--- src/rtl/code_cmp_sequencer.sv ---
// code_cmp_sequencer
//
// Time-shares one combinational converter/comparator (multi_code_system)
// across a stream of operand-pair requests. For each accepted request the
// enabled code modes are visited in ascending order (0 Binary, 1 Gray,
// 2 Excess-3, 3 BCD). For each mode the converter is driven and allowed to
// settle, its outputs are captured, and one result beat is presented.
//
// Handshakes: a transfer happens on a rising clk edge where valid and ready
// are both high. The request side accepts only in IDLE (req_ready is high only
// in IDLE). On the result side res_* are held stable while res_valid is high
// and res_ready is low.
//
// Optional build macro: CMP_CHECK_EN adds a sticky err flag that is set when
// the captured {gt,lt,eq} is not one-hot. Without the macro err is tied to 0.
//
// Ports:
//   clk, rst                 clock (rising edge), asynchronous active-high reset
//   req_valid/req_ready      request handshake
//   req_a, req_b, req_mask   operands and mode-enable mask (0000 acts as 0001)
//   cc_a, cc_b, cc_mode      drive to the converter/comparator
//   cc_gt/lt/eq, cc_conva/b  converter/comparator results
//   res_valid/res_ready      result beat handshake
//   res_mode, res_conva/b    captured mode and conversions
//   res_flags, res_last      captured {gt,lt,eq}, last beat of the request
//   busy                     controller not idle
//   err                      sticky comparator-consistency error
module code_cmp_sequencer #(
    parameter int WIDTH  = 4,
    parameter int SETTLE = 1
) (
    input  logic             clk,
    input  logic             rst,
    input  logic             req_valid,
    output logic             req_ready,
    input  logic [WIDTH-1:0] req_a,
    input  logic [WIDTH-1:0] req_b,
    input  logic [3:0]       req_mask,
    output logic [WIDTH-1:0] cc_a,
    output logic [WIDTH-1:0] cc_b,
    output logic [1:0]       cc_mode,
    input  logic             cc_gt,
    input  logic             cc_lt,
    input  logic             cc_eq,
    input  logic [WIDTH-1:0] cc_conva,
    input  logic [WIDTH-1:0] cc_convb,
    output logic             res_valid,
    input  logic             res_ready,
    output logic [1:0]       res_mode,
    output logic [WIDTH-1:0] res_conva,
    output logic [WIDTH-1:0] res_convb,
    output logic [2:0]       res_flags,
    output logic             res_last,
    output logic             busy,
    output logic             err
);

    // A settle interval of 0 would leave no time between drive and capture.
    localparam int SETTLE_EFF = (SETTLE < 1) ? 1 : SETTLE;
    localparam int CNT_W      = $clog2(SETTLE_EFF + 1);
    localparam logic [CNT_W-1:0] CNT_LOAD = CNT_W'(SETTLE_EFF);

    localparam logic [1:0] ST_IDLE = 2'd0;
    localparam logic [1:0] ST_WAIT = 2'd1;
    localparam logic [1:0] ST_OUT  = 2'd2;

    logic [1:0]       state_q, state_d;
    logic [3:0]       mask_q, mask_d;
    logic [CNT_W-1:0] cnt_q, cnt_d;
    logic [WIDTH-1:0] cc_a_q, cc_a_d;
    logic [WIDTH-1:0] cc_b_q, cc_b_d;
    logic [1:0]       cc_mode_q, cc_mode_d;
    logic             res_valid_q, res_valid_d;
    logic [1:0]       res_mode_q, res_mode_d;
    logic [WIDTH-1:0] res_conva_q, res_conva_d;
    logic [WIDTH-1:0] res_convb_q, res_convb_d;
    logic [2:0]       res_flags_q, res_flags_d;
    logic             res_last_q, res_last_d;

    logic [3:0] req_mask_eff;
    logic [3:0] mask_rest;
    logic [2:0] flags_in;
    logic       capture;
    logic       accept;

    function automatic logic [1:0] lowest_mode(input logic [3:0] m);
        logic [1:0] r;
        if (m[0])      r = 2'd0;
        else if (m[1]) r = 2'd1;
        else if (m[2]) r = 2'd2;
        else           r = 2'd3;
        return r;
    endfunction

    assign req_mask_eff = (req_mask == 4'd0) ? 4'b0001 : req_mask;
    // Modes still pending once the current one is done.
    assign mask_rest    = mask_q & ~(4'b0001 << cc_mode_q);
    assign flags_in     = {cc_gt, cc_lt, cc_eq};
    assign accept       = (state_q == ST_IDLE) && req_valid;
    // The counter reaches zero on this edge.
    assign capture      = (state_q == ST_WAIT) && (cnt_q == CNT_W'(1));

    always_comb begin
        state_d     = state_q;
        mask_d      = mask_q;
        cnt_d       = cnt_q;
        cc_a_d      = cc_a_q;
        cc_b_d      = cc_b_q;
        cc_mode_d   = cc_mode_q;
        res_valid_d = res_valid_q;
        res_mode_d  = res_mode_q;
        res_conva_d = res_conva_q;
        res_convb_d = res_convb_q;
        res_flags_d = res_flags_q;
        res_last_d  = res_last_q;

        case (state_q)
            ST_IDLE: begin
                if (req_valid) begin
                    mask_d    = req_mask_eff;
                    cc_a_d    = req_a;
                    cc_b_d    = req_b;
                    cc_mode_d = lowest_mode(req_mask_eff);
                    cnt_d     = CNT_LOAD;
                    state_d   = ST_WAIT;
                end
            end
            ST_WAIT: begin
                cnt_d = cnt_q - CNT_W'(1);
                if (capture) begin
                    res_mode_d  = cc_mode_q;
                    res_conva_d = cc_conva;
                    res_convb_d = cc_convb;
                    res_flags_d = flags_in;
                    res_last_d  = (mask_rest == 4'd0);
                    res_valid_d = 1'b1;
                    state_d     = ST_OUT;
                end
            end
            ST_OUT: begin
                if (res_ready) begin
                    res_valid_d = 1'b0;
                    if (mask_rest != 4'd0) begin
                        mask_d    = mask_rest;
                        cc_mode_d = lowest_mode(mask_rest);
                        cnt_d     = CNT_LOAD;
                        state_d   = ST_WAIT;
                    end else begin
                        state_d = ST_IDLE;
                    end
                end
            end
            default: begin
                state_d     = ST_IDLE;
                res_valid_d = 1'b0;
            end
        endcase
    end

    always_ff @(posedge clk or posedge rst) begin
        if (rst) begin
            state_q     <= ST_IDLE;
            mask_q      <= '0;
            cnt_q       <= '0;
            cc_a_q      <= '0;
            cc_b_q      <= '0;
            cc_mode_q   <= '0;
            res_valid_q <= 1'b0;
            res_mode_q  <= '0;
            res_conva_q <= '0;
            res_convb_q <= '0;
            res_flags_q <= '0;
            res_last_q  <= 1'b0;
        end else begin
            state_q     <= state_d;
            mask_q      <= mask_d;
            cnt_q       <= cnt_d;
            cc_a_q      <= cc_a_d;
            cc_b_q      <= cc_b_d;
            cc_mode_q   <= cc_mode_d;
            res_valid_q <= res_valid_d;
            res_mode_q  <= res_mode_d;
            res_conva_q <= res_conva_d;
            res_convb_q <= res_convb_d;
            res_flags_q <= res_flags_d;
            res_last_q  <= res_last_d;
        end
    end

`ifdef CMP_CHECK_EN
    logic err_q, err_d;

    always_comb begin
        err_d = err_q;
        if (accept) begin
            err_d = 1'b0;
        end else if (capture && !(flags_in == 3'b100 || flags_in == 3'b010 ||
                                  flags_in == 3'b001)) begin
            err_d = 1'b1;
        end
    end

    always_ff @(posedge clk or posedge rst) begin
        if (rst) err_q <= 1'b0;
        else     err_q <= err_d;
    end

    assign err = err_q;
`else
    assign err = 1'b0;
`endif

    assign req_ready = (state_q == ST_IDLE);
    assign busy      = (state_q != ST_IDLE);
    assign cc_a      = cc_a_q;
    assign cc_b      = cc_b_q;
    assign cc_mode   = cc_mode_q;
    assign res_valid = res_valid_q;
    assign res_mode  = res_mode_q;
    assign res_conva = res_conva_q;
    assign res_convb = res_convb_q;
    assign res_flags = res_flags_q;
    assign res_last  = res_last_q;

endmodule

--- config.mk ---
export PLATFORM = sky130hd
export DESIGN_NAME = code_cmp_sequencer
export DESIGN_NICKNAME = d
export VERILOG_FILES = /design/src/rtl/code_cmp_sequencer.sv
export SDC_FILE = /design/constraint.sdc
export NUM_CORES = 1
export LEC_CHECK = 0
export ABC_AREA = 1
export CAP_MARGIN = 40
export CORE_UTILIZATION = 31
export CTS_BUF_LIST = sky130_fd_sc_hd__clkbuf_2
export CTS_CLUSTER_SIZE = 10
export DETAILED_ROUTE_END_ITERATION = 7
export PLACE_DENSITY = 0.57
export SLEW_MARGIN = 25
export SYNTH_ARGS = -nofsm -noshare
export SYNTH_HDL_FRONTEND = slang
export SYNTH_SLANG_ARGS = --single-unit
--- constraint.sdc ---
create_clock -name clk -period 1.28 [get_ports clk]
set_input_delay 0.32 -clock clk [delete_from_list [all_inputs] [get_ports clk]]
set_output_delay 0.32 -clock clk [all_outputs]
set_load 0.03 [all_outputs]
==> results of run 1 <==
==> state kept, by name (all words and copies together) (netlist names), 3 cells and up <==
name	count
mask_q	4
cc_a	4
res_flags	3
cc_b	4
res_conva	4
res_convb	4
==> Yosys cell counts (all sizes together) <==
| master | n |
|---|---|
| nand2 | 48 |
| dfrtp | 32 |
| mux2 | 19 |
| inv | 15 |
| nand3 | 10 |
| o21ai | 10 |
| nor2 | 8 |
| buf | 3 |
| nand4 | 2 |
| a21boi | 1 |
| conb | 1 |
| nor3 | 1 |
==> cell families (layout without fill, tap and decap cells) <==
group | after synthesis | count (layout)
simple gates | 69 | 70
flops | 32 | 32
mux | 19 | 19
buf+inv | 18 | 106
compound gates | 11 | 11
other cells | 1 | 1
==> critical path, cell delays in order (launching register included) <==
cell	delay, ns
dfrtp_2	0.45
inv_2	0.08
nand2_4	0.07
inv_4	0.05
buf_6	0.12
==> power breakdown <==
part / leakage [nW] / switching [mW] / internal, mW
logic: 0.859 / 2.29 / 2.33
registers: 0.381 / 0.391 / 1.52
clock network: 0.0302 / 0.343 / 0.123
==> metal layers <==
metal  vias to the layer above  share of wire [%]  wire, um  track usage, %
li1                        657                  -         -               -
met1                       656                 42      1632           18.62
met2                        32                 54      2082           28.31
met3                         4                3.6       140           4.416
met4                         0               0.87        34           4.667
met5                         -                  0         0               0
==> final timing paths <==
kind	end	cells after the start	slack, ns
worst min register to register	mask_q[3]$_DFFE_PP0P_	2	0.52
min in group clk	mask_q[3]$_DFFE_PP0P_	2	0.52
worst max register to register	mask_q[0]$_DFFE_PP0P_	8	-0.11
worst max-delay path	req_ready	4	-0.17
worst min-delay path	mask_q[3]$_DFFE_PP0P_	3	0.27
max in group asynchronous	res_flags[0]$_DFFE_PP0P_	3	0.76
==> metrics by stage <==
step,setup TNS [ns],utilization (%),instance area (um^2),std cells
floorplan,0,-,1488,150
global placement,-2.394,46.06,2061,259
detailed placement,-2.597,46.06,2061,259
CTS,-2.411,52.15,2333,279
global route,-3.844,55.87,2500,291
finish,-1.451,55.87,2500,291
==> area by class of cell <==
type / count / area share, %
Clock buffer: 5 / 1.001
Clock inverter: 3 / 0.5506
Inverter: 15 / 2.352
Multi-Input combinational cell: 101 / 28.18
Sequential cell: 32 / 32.18
Tap cell: 52 / 2.603
Timing Repair Buffer: 83 / 33.13
==> timing repair <==
action,4_1_cts,5_1_grt
gates resized for setup,38,15
cloned,1,1
buffers inserted,11,12
hold buffers,0,0
endpoints found under the setup margin,31,56
pin swaps,7,8
endpoints found under the hold margin,0,0
==> placed cells by master, fill, tap and decap left out, types with 2 or more instances in the layout <==
| cell | n |
|---|---|
| nand2_1 | 38 |
| dfrtp_1 | 29 |
| buf_4 | 28 |
| clkdlybuf4s50_1 | 26 |
| buf_6 | 26 |
| inv_1 | 11 |
| mux2_4 | 11 |
| nand3_1 | 8 |
| mux2_2 | 8 |
| nand2_2 | 7 |
| o21ai_0 | 7 |
| clkbuf_2 | 5 |
| nor2_1 | 4 |
| inv_2 | 3 |
| nor2_4 | 3 |
| nand2_4 | 3 |
| dfrtp_2 | 3 |
| o21ai_2 | 2 |
| nand4_1 | 2 |
| clkinv_2 | 2 |
| buf_12 | 2 |
==> flow_summary_export.csv, run 1 <==
group,metric,value,unit
outcome,status,"finished, violations left",
outcome,violations,"design-rule violations, negative setup slack",
place,place_ws,-0.2122,ns
synthesis,synth_compound_area_share,4.139,%
global_routing,first_global_vias,1361,
power_and_ir_drop,p_per_area,2799,nW/um^2
timing,setup_viol,23,
setup_path,start_kind,"register",
synthesis,synth-xor-area-share,0,%
detailed_routing,drtAntennaViolNets,0,
global_routing,grt-ovfl-total,0,
timing,layout_min_cycle_time,1.452,ns
synthesis,synth_top_area_share,54.05,%
synthesis,synth_area_leaders,"dfrtp_1 54%, mux2_2 13%, nand2_1 11%",
layout,antenna_cells,0,
setup_path,crit_required,0.96,ns
power_and_ir_drop,p_leak,1.271,nW
synthesis,synth_area_per_cell,9.876,um^2
synthesis,yosysTopAreaCell,"dfrtp_1",
timing,timing.final.crit_share,113.4,%
synthesis,synth_fa_ha_area_share,0,%
timing,drv_slew,0,
synthesis,ys_ff_latch,32,
clock_tree,htree_levels,2,
clock_tree,numCtsBuffers,5,
setup_path,cp_data_arrival_time,1.13,ns
clock_tree,clk_pin_slew_worst_paths,0.16,ns
detailed_routing,routedWlPerCell,13.36,um
detailed_routing,drtIter0Drc,35,
clock_tree,clk_latency,0.35,ns
synthesis,synth.distinct_cells,20,
detailed_routing,vias,1349,
synthesis,synth_mux_area_share,14.44,%
floorplanning,dieArea,5059,um^2
detailed_routing,drt_wl_total,3.888,mm
detailed_routing,first_pass_iters,6,
global_routing,antenna_found_initial,0,
setup_path,criticalPathCategory,"register to primary output",
layout,seq_area,804.5,um^2
clock_tree,clkSinkCount,32,
synthesis,netlist_area,1481,um^2
floorplanning,die_width,71.13,um
setup_path,crit_start,"state_q[0]$_DFFE_PP0P_",
place,place_congestion,0.8657,
layout,layout-drive-gt1-share,45.61,%
setup_path,end_kind,"primary output",
floorplanning,ioPinCount,55,
setup_path,cp_max_fo,4,
setup_path,timing.rr.start,"state_q[0]$_DFFE_PP0P_",
timing,clock-skew-final,0.003400,ns
synthesis,yosysSeqAreaShare,54.05,%
floorplanning,rows,24,
layout,final_nets,265,
timing,rsz0062_at_grt,"true",
synthesis,syn_inst,150,
place,portBuffers,53,
synthesis,syn_nets,177,
detailed_routing,route.detailed.drc,4,
synthesis,synth_warnings,0,
power_and_ir_drop,finalPower,6.998,mW
global_routing,grt_max_degree,21,
job,drv_cap,0,
power_and_ir_drop,peakVddDrop,0.001547,V
timing,fin_ws,-0.1718,ns
layout,area_growth,68.75,%
floorplanning,coreArea,4474,um^2
clock_tree,cts_buffer_depth,2,
synthesis,synth_top_family_by_area,"simple AND/OR/NAND/NOR gates",
place,hpwlAfterDp,2.661,mm
floorplanning,initial_core_util,33.11,%
timing,fmaxAchievable,0.6888,GHz
synthesis,synth_simple_gate_area_share,21.96,%
clock_tree,cts_root_buffer,"clkbuf_2",
clock_tree,cts_tree,"built",
layout,fillers,394,
hold_path,hp-class,"input pin to asynchronous set/reset pin",
floorplanning,die_height,71.13,um
global_routing,grt_pass1_wl,6.182,mm
timing,finalHoldViolations,0,
global_routing,grt_usage,15.88,%
timing,whs,0.2732,ns
detailed_routing,vias_per_cell,4.636,
layout,multiInputGateArea,704.4,um^2
Note: power is estimated with default switching activity, not from simulation.
==> run 2, diff against run 1 <==
Settings changed: CORE_MARGIN set to 4.
==> run 2 against run 1 <==
The run ends with negative setup slack left. Power up 5.1%. Sequential share of layout area fell by 1.3 points. Highest routed layer unchanged. Cell area grew 4.2%. Register-to-register slack gained 0.02 ns. Critical endpoint unchanged.
==> flow_summary_export.csv, run 2 (synthesis gave the netlist of run 1 again) <==
group,metric,value,unit
power_and_ir_drop,peakVddDrop,0.001293,V
layout,final_nets,271,
layout,area_growth,75.76,%
global_routing,grt_usage,14.03,%
global_routing,grt_pass1_wl,6.699,mm
floorplanning,die_width,77.13,um
timing,setup_tns,-1.185,ns
floorplanning,dieArea,5949,um^2
setup_path,cpPeakStageDelay,0.43,ns
job,drv_cap,0,
layout,multiInputGateArea,713.2,um^2
timing,finalHoldViolations,0,
power_and_ir_drop,p_per_area,2823,nW/um^2
hold_path,hp-class,"input pin to asynchronous set/reset pin",
setup_path,end_kind,"primary output",
clock_tree,cts_hold_buf,0,
place,post-place-cells,262,
global_routing,antenna_found_initial,0,
timing,layout_min_cycle_time,1.470,ns
layout,layout-drive-gt1-share,47.35,%
global_routing,grt_max_degree,33,
outcome,status,"finished, violations left",
setup_path,criticalPathCategory,"register to primary output",
detailed_routing,drtIter0Drc,42,
timing,clock-skew-final,0.01561,ns
setup_path,path_cells,"inv_2, nand2_4, inv_4, buf_6",
setup_path,crit_required,0.96,ns
floorplanning,rows,24,
setup_path,start_kind,"register",
timing,drv_slew,0,
detailed_routing,routedWlPerCell,14.29,um
layout,mostFrequentLayoutCell,"nand2_1",
timing,fin_ws,-0.1897,ns
detailed_routing,first_pass_iters,4,
setup_path,slowest_stage,"dfrtp_1",
place,portBuffers,53,
timing,rsz0062_at_grt,"true",
clock_tree,cts_tree,"built",
power_and_ir_drop,p_leak,1.307,nW
floorplanning,die_height,77.13,um
detailed_routing,vias_per_cell,4.630,
clock_tree,htree_levels,2,
timing,fmaxAchievable,0.6804,GHz
clock_tree,clk_pin_slew_worst_paths,0.19,ns
setup_path,cp_data_arrival_time,1.15,ns
place,hpwlAfterDp,2.834,mm
timing,whs,0.2738,ns
floorplanning,ioPinCount,55,
detailed_routing,route.detailed.drc,0,
clock_tree,clkSinkCount,32,
layout,fillers,391,
layout,seq_area,804.5,um^2
clock_tree,clk_latency,0.38,ns
timing,setup_viol,16,
layout,fin_cells,297,
floorplanning,coreArea,4474,um^2
layout,final_cell_mix,"39 x nand2_1, 31 x buf_6, 29 x dfrtp_1, 29 x buf_4, 26 x clkdlybuf4s50_1",
detailed_routing,drt_wl_total,4.245,mm
timing,timing.final.crit_share,114.8,%
clock_tree,cts_root_buffer,"clkbuf_2",
setup_path,cp_max_fo,4,
clock_tree,numCtsBuffers,5,
outcome,violations,"negative setup slack",
place,place_congestion,0.8596,
floorplanning,initial_core_util,33.11,%
detailed_routing,vias,1375,
clock_tree,cts_buffer_depth,2,
global_routing,grt-ovfl-total,0,
layout,antenna_cells,0,
detailed_routing,drtAntennaViolNets,0,
layout,final_util,58.19,%
global_routing,first_global_vias,1439,
## run 2: through the flow
| stage | power [mW] | cell area, um^2 | worst slack, ns |
|---|---|---|---|
| floorplan | 3.999 | 1488 | 0.005942 |
| global placement | 5.238 | 2096 | -0.1878 |
| detailed placement | 5.316 | 2096 | -0.2097 |
| CTS | 6.816 | 2439 | -0.2180 |
| global route | 7.811 | 2604 | -0.2647 |
| finish | 7.351 | 2604 | -0.1897 |
## run 2: worst max-delay path: cells and delay by family, from the launching register on
family,cells,cell delay [ns]
DFF,1,0.43
buffers and inverters,3,0.26
and+or+nand+nor,1,0.07
## run 2: timing repair
action	in CTS	in global routing
resized for setup	45	17
pin swaps	7	3
cloned	1	1
buffers inserted	15	10
setup endpoints to repair	36	56
## run 2: worst paths after layout
check	start	slack [ns]	cells past startpoint	endpoint
worst max-delay path	state_q[1]$_DFFE_PP0P_	-0.19	4	req_ready
worst min-delay path	rst	0.27	3	mask_q[0]$_DFFE_PP0P_
worst max register to register	state_q[0]$_DFFE_PP0P_	-0.09	8	mask_q[1]$_DFFE_PP0P_
worst min register to register	mask_q[3]$_DFFE_PP0P_	0.50	2	mask_q[3]$_DFFE_PP0P_
max in group asynchronous	rst	0.82	3	state_q[0]$_DFFE_PP0P_
min in group clk	mask_q[3]$_DFFE_PP0P_	0.50	2	mask_q[3]$_DFFE_PP0P_
## run 2: final cells by class
class	instances	area share [%]
clock inverters	3	1.634
repair buffers	89	34.26
multi-input cells	101	27.39
flip-flops and latches	32	30.90
clock buffers	5	0.9611
well taps	52	2.499
inverters	15	2.355
## run 2: power by group
part           internal (mW)  switching, mW  total, mW
Clock                  0.326          0.373      0.700
Sequential              1.52          0.380       1.90
Combinational           2.39           2.35       4.75
Total                   4.24           3.11       7.35
## run 2: metal layers
layer / vias up / global-route usage (%) / share of wire (%)
met4: 0 / 6.940 / 2.3
met3: 9 / 3.513 / 4.1
met5: - / 0 / 0
li1: 676 / - / -
met1: 656 / 15.19 / 39
met2: 34 / 25.22 / 54
